File: config.mk
export PLATFORM = sky130hd
export DESIGN_NAME = multi_channel_addr_gen_flat
export DESIGN_NICKNAME = d
export VERILOG_FILES = /design/src/rtl/addr_gen_pkg.sv /design/src/rtl/multi_channel_addr_gen_if.sv /design/src/rtl/addr_gen_channel.sv /design/src/rtl/multi_channel_addr_gen.sv /design/src/flat_wrapper.sv
export SDC_FILE = /design/constraint.sdc
export NUM_CORES = 1
export LEC_CHECK = 0
export ABC_AREA = 0
export BUFFER_PORTS_ARGS = -buffer_cell sky130_fd_sc_hd__buf_2
export CAP_MARGIN = 20
export CORE_MARGIN = 3
export CORE_UTILIZATION = 35
export CTS_CLUSTER_SIZE = 10
export DETAILED_ROUTE_END_ITERATION = 7
export PLACE_DENSITY = 0.51
export SKIP_LAST_GASP = 1
export SLEW_MARGIN = 10
export SYNTH_ARGS = -nofsm -noshare
export SYNTH_HDL_FRONTEND = slang
export SYNTH_SLANG_ARGS = --single-unit
File: constraint.sdc
create_clock -name core_clk -period 3.5 [get_ports core_clk]
set_input_delay 0.525 -clock core_clk [delete_from_list [all_inputs] [get_ports core_clk]]
set_output_delay 0.525 -clock core_clk [all_outputs]
set_load 0.05 [all_outputs]
File: src/rtl/addr_gen_pkg.sv
// Shared types and default widths for the multi-channel address generator.
// Macro ADDR_GEN_BOUND_CHECK_EN adds a per-channel upper address limit.
package addr_gen_pkg;

    localparam int unsigned ADDR_WIDTH     = 20;
    localparam int unsigned CNT_WIDTH      = 12;
    localparam int unsigned STRIDE_WIDTH   = 8;
    localparam int unsigned BYTE_SHIFT_DEF = 2;
    localparam int unsigned NUM_CH_DEF     = 4;

    typedef enum logic {
        IDLE   = 1'b0,
        ACTIVE = 1'b1
    } state_t;

    typedef struct packed {
        logic [ADDR_WIDTH-1:0]   base;
        logic [STRIDE_WIDTH-1:0] stride;
        logic [CNT_WIDTH-1:0]    len;
        logic                    rewind;
`ifdef ADDR_GEN_BOUND_CHECK_EN
        logic [ADDR_WIDTH-1:0]   limit;
`endif
    } ch_cfg_t;

endpackage

File: src/rtl/multi_channel_addr_gen_if.sv
// Controller-facing bus of the address generator: config writes, per-channel
// control and per-channel status. Macro ADDR_GEN_BOUND_CHECK_EN adds limit signals.
interface multi_channel_addr_gen_if
    import addr_gen_pkg::*;
#(
    parameter int unsigned NUM_CH = NUM_CH_DEF
);
    localparam int unsigned CH_W = (NUM_CH > 1) ? $clog2(NUM_CH) : 1;

    logic                         cfg_we;
    logic [CH_W-1:0]              cfg_ch;
    logic [ADDR_WIDTH-1:0]        cfg_base;
    logic [STRIDE_WIDTH-1:0]      cfg_stride;
    logic [CNT_WIDTH-1:0]         cfg_len;
    logic                         cfg_rewind;
    logic [NUM_CH-1:0]            start;
    logic [NUM_CH-1:0]            adv;
    logic [NUM_CH-1:0]            abort;
    logic [NUM_CH*ADDR_WIDTH-1:0] addr;
    logic [NUM_CH-1:0]            busy;
    logic [NUM_CH-1:0]            burst_done;
`ifdef ADDR_GEN_BOUND_CHECK_EN
    logic [ADDR_WIDTH-1:0]        cfg_limit;
    logic [NUM_CH-1:0]            bound_err;
`endif

    modport master (
        output cfg_we, cfg_ch, cfg_base, cfg_stride, cfg_len, cfg_rewind,
        output start, adv, abort,
`ifdef ADDR_GEN_BOUND_CHECK_EN
        output cfg_limit,
        input  bound_err,
`endif
        input  addr, busy, burst_done
    );

    modport slave (
        input  cfg_we, cfg_ch, cfg_base, cfg_stride, cfg_len, cfg_rewind,
        input  start, adv, abort,
`ifdef ADDR_GEN_BOUND_CHECK_EN
        input  cfg_limit,
        output bound_err,
`endif
        output addr, busy, burst_done
    );

endinterface

File: src/rtl/addr_gen_channel.sv
// One address-generator channel: IDLE/ACTIVE FSM, word address and beat counter.
// Macro ADDR_GEN_BOUND_CHECK_EN stops the channel when a beat would pass its limit.
module addr_gen_channel
    import addr_gen_pkg::*;
#(
    parameter int unsigned BYTE_SHIFT = BYTE_SHIFT_DEF
) (
    input  logic                  clk,
    input  logic                  reset,
    input  ch_cfg_t               cfg,
    input  logic                  start,
    input  logic                  adv,
    input  logic                  abort,
    output logic [ADDR_WIDTH-1:0] addr,
    output logic                  busy,
`ifdef ADDR_GEN_BOUND_CHECK_EN
    output logic                  bound_err,
`endif
    output logic                  burst_done
);

    state_t                state_q, state_d;
    ch_cfg_t               run_q, run_d;
    logic [ADDR_WIDTH-1:0] word_q, word_d;
    logic [CNT_WIDTH-1:0]  cnt_q, cnt_d;
    logic                  done_d;
`ifdef ADDR_GEN_BOUND_CHECK_EN
    logic                  err_d;
    logic [ADDR_WIDTH:0]   sum_ext;
`endif

    // Next-state logic; priority abort > start > adv.
    always_comb begin
        state_d = state_q;
        run_d   = run_q;
        word_d  = word_q;
        cnt_d   = cnt_q;
        done_d  = 1'b0;
`ifdef ADDR_GEN_BOUND_CHECK_EN
        err_d   = 1'b0;
        sum_ext = {1'b0, word_q} + (ADDR_WIDTH+1)'(run_q.stride);
`endif
        if (abort) begin
            state_d = IDLE;
            word_d  = '0;
            cnt_d   = '0;
        end else if (start) begin
            state_d = ACTIVE;
            run_d   = cfg;
            word_d  = cfg.base;
            cnt_d   = cfg.len;
        end else begin
            case (state_q)
                ACTIVE: begin
                    if (adv) begin
`ifdef ADDR_GEN_BOUND_CHECK_EN
                        if (sum_ext > {1'b0, run_q.limit}) begin
                            err_d   = 1'b1;
                            state_d = IDLE;
                        end else
`endif
                        if (cnt_q == CNT_WIDTH'(1)) begin
                            done_d = 1'b1;
                            if (run_q.rewind) begin
                                word_d = run_q.base;
                                cnt_d  = run_q.len;
                            end else begin
                                state_d = IDLE;
                            end
                        end else begin
                            // len 0 loads zero and wraps to all ones: 2^CNT_WIDTH beats
                            word_d = word_q + ADDR_WIDTH'(run_q.stride);
                            cnt_d  = cnt_q - CNT_WIDTH'(1);
                        end
                    end
                end
                default: ;
            endcase
        end
    end

    // State and registered outputs; addr/busy track the same edge as the state.
    always_ff @(posedge clk) begin
        if (reset) begin
            state_q    <= IDLE;
            run_q      <= '0;
            word_q     <= '0;
            cnt_q      <= '0;
            addr       <= '0;
            busy       <= 1'b0;
            burst_done <= 1'b0;
`ifdef ADDR_GEN_BOUND_CHECK_EN
            bound_err  <= 1'b0;
`endif
        end else begin
            state_q    <= state_d;
            run_q      <= run_d;
            word_q     <= word_d;
            cnt_q      <= cnt_d;
            addr       <= word_d << BYTE_SHIFT;
            busy       <= (state_d == ACTIVE);
            burst_done <= done_d;
`ifdef ADDR_GEN_BOUND_CHECK_EN
            bound_err  <= err_d;
`endif
        end
    end

endmodule

File: src/rtl/multi_channel_addr_gen.sv
// NUM_CH independent word-address streams with shadow config registers.
// Macro ADDR_GEN_BOUND_CHECK_EN adds per-channel limit registers and bound_err.
module multi_channel_addr_gen
    import addr_gen_pkg::*;
#(
    parameter int unsigned NUM_CH     = NUM_CH_DEF,
    parameter int unsigned BYTE_SHIFT = BYTE_SHIFT_DEF
) (
    input  logic                    core_clk,
    input  logic                    reset,
    multi_channel_addr_gen_if.slave bus
);

    localparam int unsigned CH_W = (NUM_CH > 1) ? $clog2(NUM_CH) : 1;

    ch_cfg_t                      cfg_q [NUM_CH];
    ch_cfg_t                      cfg_wr_c;
    logic [NUM_CH*ADDR_WIDTH-1:0] addr_all;

    always_comb begin
        cfg_wr_c        = '0;
        cfg_wr_c.base   = bus.cfg_base;
        cfg_wr_c.stride = bus.cfg_stride;
        cfg_wr_c.len    = bus.cfg_len;
        cfg_wr_c.rewind = bus.cfg_rewind;
`ifdef ADDR_GEN_BOUND_CHECK_EN
        cfg_wr_c.limit  = bus.cfg_limit;
`endif
    end

    // Config decode; a cfg_ch with no matching channel writes nothing.
    always_ff @(posedge core_clk) begin
        for (int i = 0; i < NUM_CH; i++) begin
            if (reset) begin
                cfg_q[i] <= '0;
`ifdef ADDR_GEN_BOUND_CHECK_EN
                cfg_q[i].limit <= '1;
`endif
            end else if (bus.cfg_we && (bus.cfg_ch == CH_W'(i))) begin
                cfg_q[i] <= cfg_wr_c;
            end
        end
    end

    for (genvar i = 0; i < NUM_CH; i++) begin : g_ch
        addr_gen_channel #(
            .BYTE_SHIFT (BYTE_SHIFT)
        ) u_ch (
            .clk        (core_clk),
            .reset      (reset),
            .cfg        (cfg_q[i]),
            .start      (bus.start[i]),
            .adv        (bus.adv[i]),
            .abort      (bus.abort[i]),
            .addr       (addr_all[i*ADDR_WIDTH +: ADDR_WIDTH]),
            .busy       (bus.busy[i]),
`ifdef ADDR_GEN_BOUND_CHECK_EN
            .bound_err  (bus.bound_err[i]),
`endif
            .burst_done (bus.burst_done[i])
        );
    end

    assign bus.addr = addr_all;

endmodule

File: src/flat_wrapper.sv
// flat-port wrapper written by rule: the top's interface ports become plain ports
module multi_channel_addr_gen_flat import addr_gen_pkg::*;
#(
    parameter int unsigned NUM_CH     = NUM_CH_DEF,
    parameter int unsigned BYTE_SHIFT = BYTE_SHIFT_DEF
)
  (core_clk, reset, bus_cfg_we, bus_cfg_ch, bus_cfg_base, bus_cfg_stride, bus_cfg_len, bus_cfg_rewind, bus_start, bus_adv, bus_abort, bus_addr, bus_busy, bus_burst_done);
  multi_channel_addr_gen_if #(.NUM_CH(NUM_CH)) bus_i ();
  input  logic core_clk;
  input  logic reset;
  input wire logic [$bits(bus_i.cfg_we)-1:0] bus_cfg_we;
  input wire logic [$bits(bus_i.cfg_ch)-1:0] bus_cfg_ch;
  input wire logic [$bits(bus_i.cfg_base)-1:0] bus_cfg_base;
  input wire logic [$bits(bus_i.cfg_stride)-1:0] bus_cfg_stride;
  input wire logic [$bits(bus_i.cfg_len)-1:0] bus_cfg_len;
  input wire logic [$bits(bus_i.cfg_rewind)-1:0] bus_cfg_rewind;
  input wire logic [$bits(bus_i.start)-1:0] bus_start;
  input wire logic [$bits(bus_i.adv)-1:0] bus_adv;
  input wire logic [$bits(bus_i.abort)-1:0] bus_abort;
  output wire logic [$bits(bus_i.addr)-1:0] bus_addr;
  output wire logic [$bits(bus_i.busy)-1:0] bus_busy;
  output wire logic [$bits(bus_i.burst_done)-1:0] bus_burst_done;
  assign bus_i.cfg_we = bus_cfg_we;
  assign bus_i.cfg_ch = bus_cfg_ch;
  assign bus_i.cfg_base = bus_cfg_base;
  assign bus_i.cfg_stride = bus_cfg_stride;
  assign bus_i.cfg_len = bus_cfg_len;
  assign bus_i.cfg_rewind = bus_cfg_rewind;
  assign bus_i.start = bus_start;
  assign bus_i.adv = bus_adv;
  assign bus_i.abort = bus_abort;
  assign bus_addr = bus_i.addr;
  assign bus_busy = bus_i.busy;
  assign bus_burst_done = bus_i.burst_done;
  multi_channel_addr_gen #(.NUM_CH(NUM_CH), .BYTE_SHIFT(BYTE_SHIFT)) u_core (.core_clk(core_clk), .reset(reset), .bus(bus_i));
endmodule
Word level (Yosys, flattened, before mapping)
Memory sizes are Yosys's and may differ from the RTL's.
Index checks and enable logic that the tools add are counted.
{ "totals": {"regBits": 308, "ram_bits": 164, "memories": 1, "out_inout_bits": 88} }
{ "op_classes": {"addsub": 8, "eq_ne": 11, "n_reduce_logical": 29, "bitwise": 16, "muxes": 86} }
{ "mem_list": {"columns": ["memory", "words", "width", "rd", "rd_ports_with_merged_regs", "wr", "line_no", "rtl"], "rows": [
  ["u_core.cfg_q", 4, 41, 4, 0, 4, "multi_channel_addr_gen.sv:16", "ch_cfg_t cfg_q [NUM_CH];"]
]} }
{ "ops": {"columns": ["op", "count"], "rows": [
  ["$mux W20", 20],
  ["$mux W12", 20],
  ["$mux W41", 4],
  ["$add A20 B8 Y20", 4],
  ["$mux W18", 4],
  ["$eq A12 B1 Y1 const B", 4],
  ["$sub A12 B1 Y12 const B", 4],
  ["$mux W1", 38],
  ["$reduce_or A5 Y1", 4],
  ["$reduce_bool A2 Y1", 8],
  ["$ne A3 B3 Y1 const B", 4],
  ["$not A1 Y1", 12],
  ["$reduce_and A3 Y1", 4],
  ["$reduce_and A2 Y1", 4],
  ["$reduce_or A2 Y1", 4],
  ["$eq A2 B2 Y1 const B", 2],
  ["$logic_and A1 B1 Y1", 4],
  ["$or A1 B1 Y1", 4],
  ["$eq A2 B1 Y1 const B", 1],
  ["$logic_not A2 Y1", 1]
]} }

Depth between registers and ports, before layout
{ "depth": {"depth_word": 6, "depth_mapped": 11} }

Hierarchy
From an unflattened synthesis, not the netlist that was laid out.
{ "hier_totals": {"hier_cells": 2353, "area_unflattened_um2": 21400.5} }
{ "modules_own_cells": {"columns": ["module", "seq_area_each_um2", "area_per_inst_um2", "n_inst", "cells_each"], "rows": [
  ["addr_gen_channel at u_core.g_ch[1].u_ch ...", 1421.4, 3911.3, 2, 502],
  ["multi_channel_addr_gen", 4924.7, 6065.8, 1, 406],
  ["addr_gen_channel at u_core.g_ch[3].u_ch", 1421.4, 3768.6, 1, 475],
  ["addr_gen_channel at u_core.g_ch[0].u_ch", 1421.4, 3743.6, 1, 468]
]} }

Worst setup path before layout
No wires, ideal clock.
{ "synth_timing": {"path_kind": "in2reg", "startpoint": "input bus_cfg_ch[1]", "endpoint": "memory u_core.cfg_q[0][0] (netlist name) (enable)", "cell_stages": 2, "n_path_buf": 0, "t_arrival_ns": 2.552, "path_slack_ns": 0.504, "setup_ns": 0.444, "path_cell_list": "nand2b_1 > o21bai_1"} }
{ "synth_rtl": {"columns": ["item", "line_no", "rtl"], "rows": [
  ["start, declared", "flat_wrapper.sv:12", "input wire logic [$bits(bus_i.cfg_ch)-1:0] bus_cfg_ch;"],
  ["end, declared", "multi_channel_addr_gen.sv:16", null]
]} }

Worst setup path after layout
{ "layout_timing": {"startpoint": "register u_core.g_ch[3].u_ch.cnt_q[0]", "endpoint": "register u_core.g_ch[3].u_ch.word_q[14]"} }
{ "layout_between": {"elab_chain_len": 6} }
{ "layout_rtl": {"columns": ["item", "line_no", "rtl"], "rows": [
  ["start, declared", "addr_gen_channel.sv:25", "logic [CNT_WIDTH-1:0] cnt_q, cnt_d;"],
  ["start signal, assigned", "addr_gen_channel.sv:99", "cnt_q <= cnt_d;"],
  ["$eq A12 B1 Y1", "addr_gen_channel.sv:62", "if (cnt_q == CNT_WIDTH'(1)) begin"],
  ["$mux W20", "addr_gen_channel.sv:62", null],
  ["$mux W20", "addr_gen_channel.sv:55", "if (adv) begin"],
  ["$mux W20", "addr_gen_channel.sv:53", "case (state_q)"],
  ["$mux W20", "addr_gen_channel.sv:47", "end else if (start) begin"],
  ["$mux W18", "addr_gen_channel.sv:43", "if (abort) begin"],
  ["end signal, assigned", "addr_gen_channel.sv:98", "word_q <= word_d;"],
  ["end, declared", "addr_gen_channel.sv:24", "logic [ADDR_WIDTH-1:0] word_q, word_d;"]
]} }
Every way passes these cells. The select of a mux whose other input is x is not followed.
A chain may end at the register's enable or synchronous reset.

==> metrics.log <==
INFO  metric status = completed
INFO  metric placed_cell_area = 22000 um2
INFO  metric h_tree_depth = 2
INFO  metric coreArea = 57800 um2
INFO  metric vias_in_the_first_global_route = between 15000 and 20000
INFO  metric final_min_period_over_clock_period = a little under 90%
INFO  metric vdd_drop_max = roughly 450 uV
INFO  metric timing.slew.headroom = between 30 and 40%
INFO  metric clock.fmax = approximately 330 MHz
INFO  metric netlist_area = between 20000 and 25000 um2
INFO  metric ys.flop_type = sky130_fd_sc_hd__dfxtp_1
INFO  metric time_the_worst_path_needs_with_i_o_delays_and_setup = 3.04 ns
INFO  metric post-route-drc-count = 0
INFO  metric grt_max_degree = 57
INFO  metric clk-insertion-delay-late = 0.60 ns
INFO  metric fin_total_pwr = around 12000 uW
INFO  metric final_layout_size_suffix_gt1_share = around an eighth
INFO  metric io_pins = about 150
INFO  metric timing.critical_path.arrival = 3.51 ns
INFO  metric ys_types = 79
INFO  metric avgRoutedWirePerCell = about 21 um
INFO  metric numCtsBuffers = 52
INFO  metric chipHeight = between 200 and 250 um
INFO  metric cts_sinks = 440
INFO  metric drt.antenna.violating_nets = 0
INFO  metric final.setup_skew = between 0.015 and 0.02 ns
INFO  metric cts_post_setup_buffers_inserted = 0
INFO  metric clkSlewWorstSetupHoldPaths = about 0.060 ns
INFO  metric cts_hold_buffers = 0
INFO  metric seq_area_frac_synth = 50.6%
INFO  metric grt.overflow.total = 0
INFO  metric fin_area = 23600 um2
INFO  metric fin_util = 40.8%
INFO  metric async_reset_ff_share = 0%
INFO  metric weighted_congestion_reported_at_the_end_of_routability_driven_placement = around 0.83
INFO  metric timing.hold.worst.class = in -> reg
INFO  metric regToRegStartpoint = u_core.g_ch[3].u_ch.cnt_q[0]
INFO  metric yosys.cell_count.top_type = sky130_fd_sc_hd__nand2_1
INFO  metric grt_setup_unrepaired = false
INFO  metric synthTopCellsByCount = sky130_fd_sc_hd__nand2_1, sky130_fd_sc_hd__dfxtp_1, sky130_fd_sc_hd__a21oi_1
INFO  metric routed_wirelength = roughly 66 mm
INFO  metric synth-seq-cells = 440
INFO  metric hpwlAfterDp = roughly 43 mm
INFO  metric area.growth.synth_to_final = 14.9%
INFO  metric cp.required = around 4.0 ns
INFO  metric setup.worst_path.end = u_core.g_ch[3].u_ch.word_q[14]
INFO  metric io_buffers = between 100 and 150
INFO  metric report.final.slew_viol_count = 0
INFO  metric detailedPlace.worstSlack = between 0.5 and 0.6 ns
INFO  metric std_cell_rows = 88
INFO  metric power_per_cell_area = 520 nW/um2
INFO  metric initial_cell_density_of_the_core = a little over a third
INFO  metric regToRegSetupSlack = 0.46 ns
INFO  metric critPathLaunch = u_core.g_ch[3].u_ch.cnt_q[0]
INFO  metric grt_antenna_before_repair = 10
INFO  metric p_leak = 0.00882 uW
INFO  metric hold_viol_final = 0
INFO  metric floorplan.die.width = about 250 um
INFO  metric maxCapViolations = 0
INFO  metric cp_max_fo = 11
INFO  metric worstSetupEndpointType = flip-flop
INFO  metric total_negative_setup_slacks = 0 ns
INFO  metric cts_tree = done
INFO  metric route.detailed.vias_per_inst = ~5.5
INFO  metric wire_length_of_the_first_global_routing_pass = ~100 mm
INFO  metric root_buffer = sky130_fd_sc_hd__clkbuf_16
INFO  metric dieArea = between 60000 and 70000 um2
INFO  metric synthesis.instances = 2249
INFO  metric number_of_nets_at_the_end_of_the_flow = about 2400
INFO  metric worstMarginPinSlew = 0.942 ns
INFO  metric post-synth-top-area-cell = sky130_fd_sc_hd__dfxtp_1
INFO  metric vias = 17200
INFO  metric synth_area_leaders = sky130_fd_sc_hd__dfxtp_1, sky130_fd_sc_hd__edfxtp_1, sky130_fd_sc_hd__nand2_1
INFO  metric finalSetupViolCount = 0
INFO  metric synth_top_area_share = about 28%
INFO  metric layout_setup_ws = ~0.46 ns
INFO  metric r2r_end = u_core.g_ch[3].u_ch.word_q[14]
INFO  metric mean_cell_area_of_the_mapped_netlist = just over 9 um2
INFO  metric gr-usage-all-layers = a little over a fifth
INFO  metric detailedRoute.firstIterationViolations = 1400
INFO  metric number_of_warnings_reported_in_the_yosys_synthesis_log = 0
INFO  metric synth-edff-count = around 160
INFO  metric iteration_count_of_the_initial_detailed_routing_pass = 5
INFO  metric timing.reg2reg.worst_path_depth = 7
INFO  metric crit_path_start_kind = flip-flop
INFO  metric clock_path_buffers = 3
INFO  metric setup.worst_path.class = reg -> reg
INFO  metric cts_resized = 0
flip-flops by register name (all words and copies together), names as in the netlist:
register	cells
u_core.g_ch.u_ch.burst_done	4
u_core.g_ch.u_ch.addr	54
u_core.g_ch.u_ch.run_q	156
u_core.cfg_q	156
u_core.g_ch.u_ch.word_q	18
u_core.g_ch.u_ch.cnt_q	48
u_core.g_ch.u_ch.state_q	4
layer usage:
layer / wire length [um] / global-route usage, %
met2: 30200 / 34.3
met3: 4500 / 3.51
met4: 1830 / 6.25
met5: 0 / 0
met1: 29800 / 29.4
power by group:
part,switching (uW),internal (uW),total [uW]
combinational,900,424,1320
sequential,206,5580,5790
clock,2160,2990,5140
total,3260,8990,12300
final cells by class:
class / count / area [um2]
fill: 5749 / 34200
sequential: 440 / 10400
multi-input combinational: 1618 / 9430
clock buffer: 93 / 1560
timing repair buffer: 182 / 1060
tap: 765 / 957
inverter: 40 / 150
clock inverter: 4 / 27.5
antenna: 5 / 12.5
critical path: stages, from the launching register on:
cell                       delay, ns
sky130_fd_sc_hd__dfxtp_1        0.42
sky130_fd_sc_hd__ha_1           0.17
sky130_fd_sc_hd__or4b_2         0.64
sky130_fd_sc_hd__or3_1          0.54
sky130_fd_sc_hd__o31a_1         0.40
sky130_fd_sc_hd__nor2_1         0.40
sky130_fd_sc_hd__o311ai_0       0.23
sky130_fd_sc_hd__o311ai_0       0.13
metrics by stage:
step	hold slack (ns)	instances
floorplan	0.432	2256
CTS	0.289	3142
finish	0.336	3147
global route	0.319	3142
global placement	0.438	3045
detailed placement	0.445	3045
worst min-delay path by stage:
stage | slack [ns] | cells past startpoint | startpoint | endpoint
2_1_floorplan | 0.43 | 2 | u_core.g_ch[0].u_ch.run_q[37] | u_core.g_ch[0].u_ch.run_q[37]
3_3_place_gp | 0.44 | 2 | u_core.g_ch[0].u_ch.run_q[38] | u_core.g_ch[0].u_ch.run_q[38]
3_5_place_dp | 0.45 | 2 | u_core.g_ch[0].u_ch.run_q[38] | u_core.g_ch[0].u_ch.run_q[38]
4_1_cts | 0.29 | 4 | bus_adv[0] | u_core.g_ch[0].u_ch.state_q
5_1_grt | 0.32 | 3 | bus_adv[1] | u_core.g_ch[1].u_ch.burst_done
6_report | 0.34 | 4 | bus_adv[0] | u_core.g_ch[0].u_ch.state_q
cells by family after synthesis:
kind of cell             count (synthesis)  share of synthesized area [%]
other                                    1                         0.0183
adder cells (fa/ha/maj)                 44                           2.83
flip-flops                             440                           50.6
buffers and inverters                  198                           4.03
AND/OR/NAND/NOR                        867                           20.0
multiplexers                            11                          0.555
AO/OA/AOI/OAI                          642                           20.0
XOR/XNOR                                46                           1.96
cells in the final DEF (no fill, tap or decap), drive strengths merged, types with 16 or more instances in the layout:
master	instances
xnor2	28
o21ai	103
nor2	96
a211oi	23
nand2	430
a222oi	16
a221oi	17
a31oi	22
and2	162
edfxtp	156
o211ai	25
a21oi	248
buf	182
xor2	18
nand3	34
ha	40
nor3	28
dfxtp	284
clkbuf	93
a22oi	53
inv	40
nand2b	17
No activity file was read; power rests on OpenSTA's default activity.
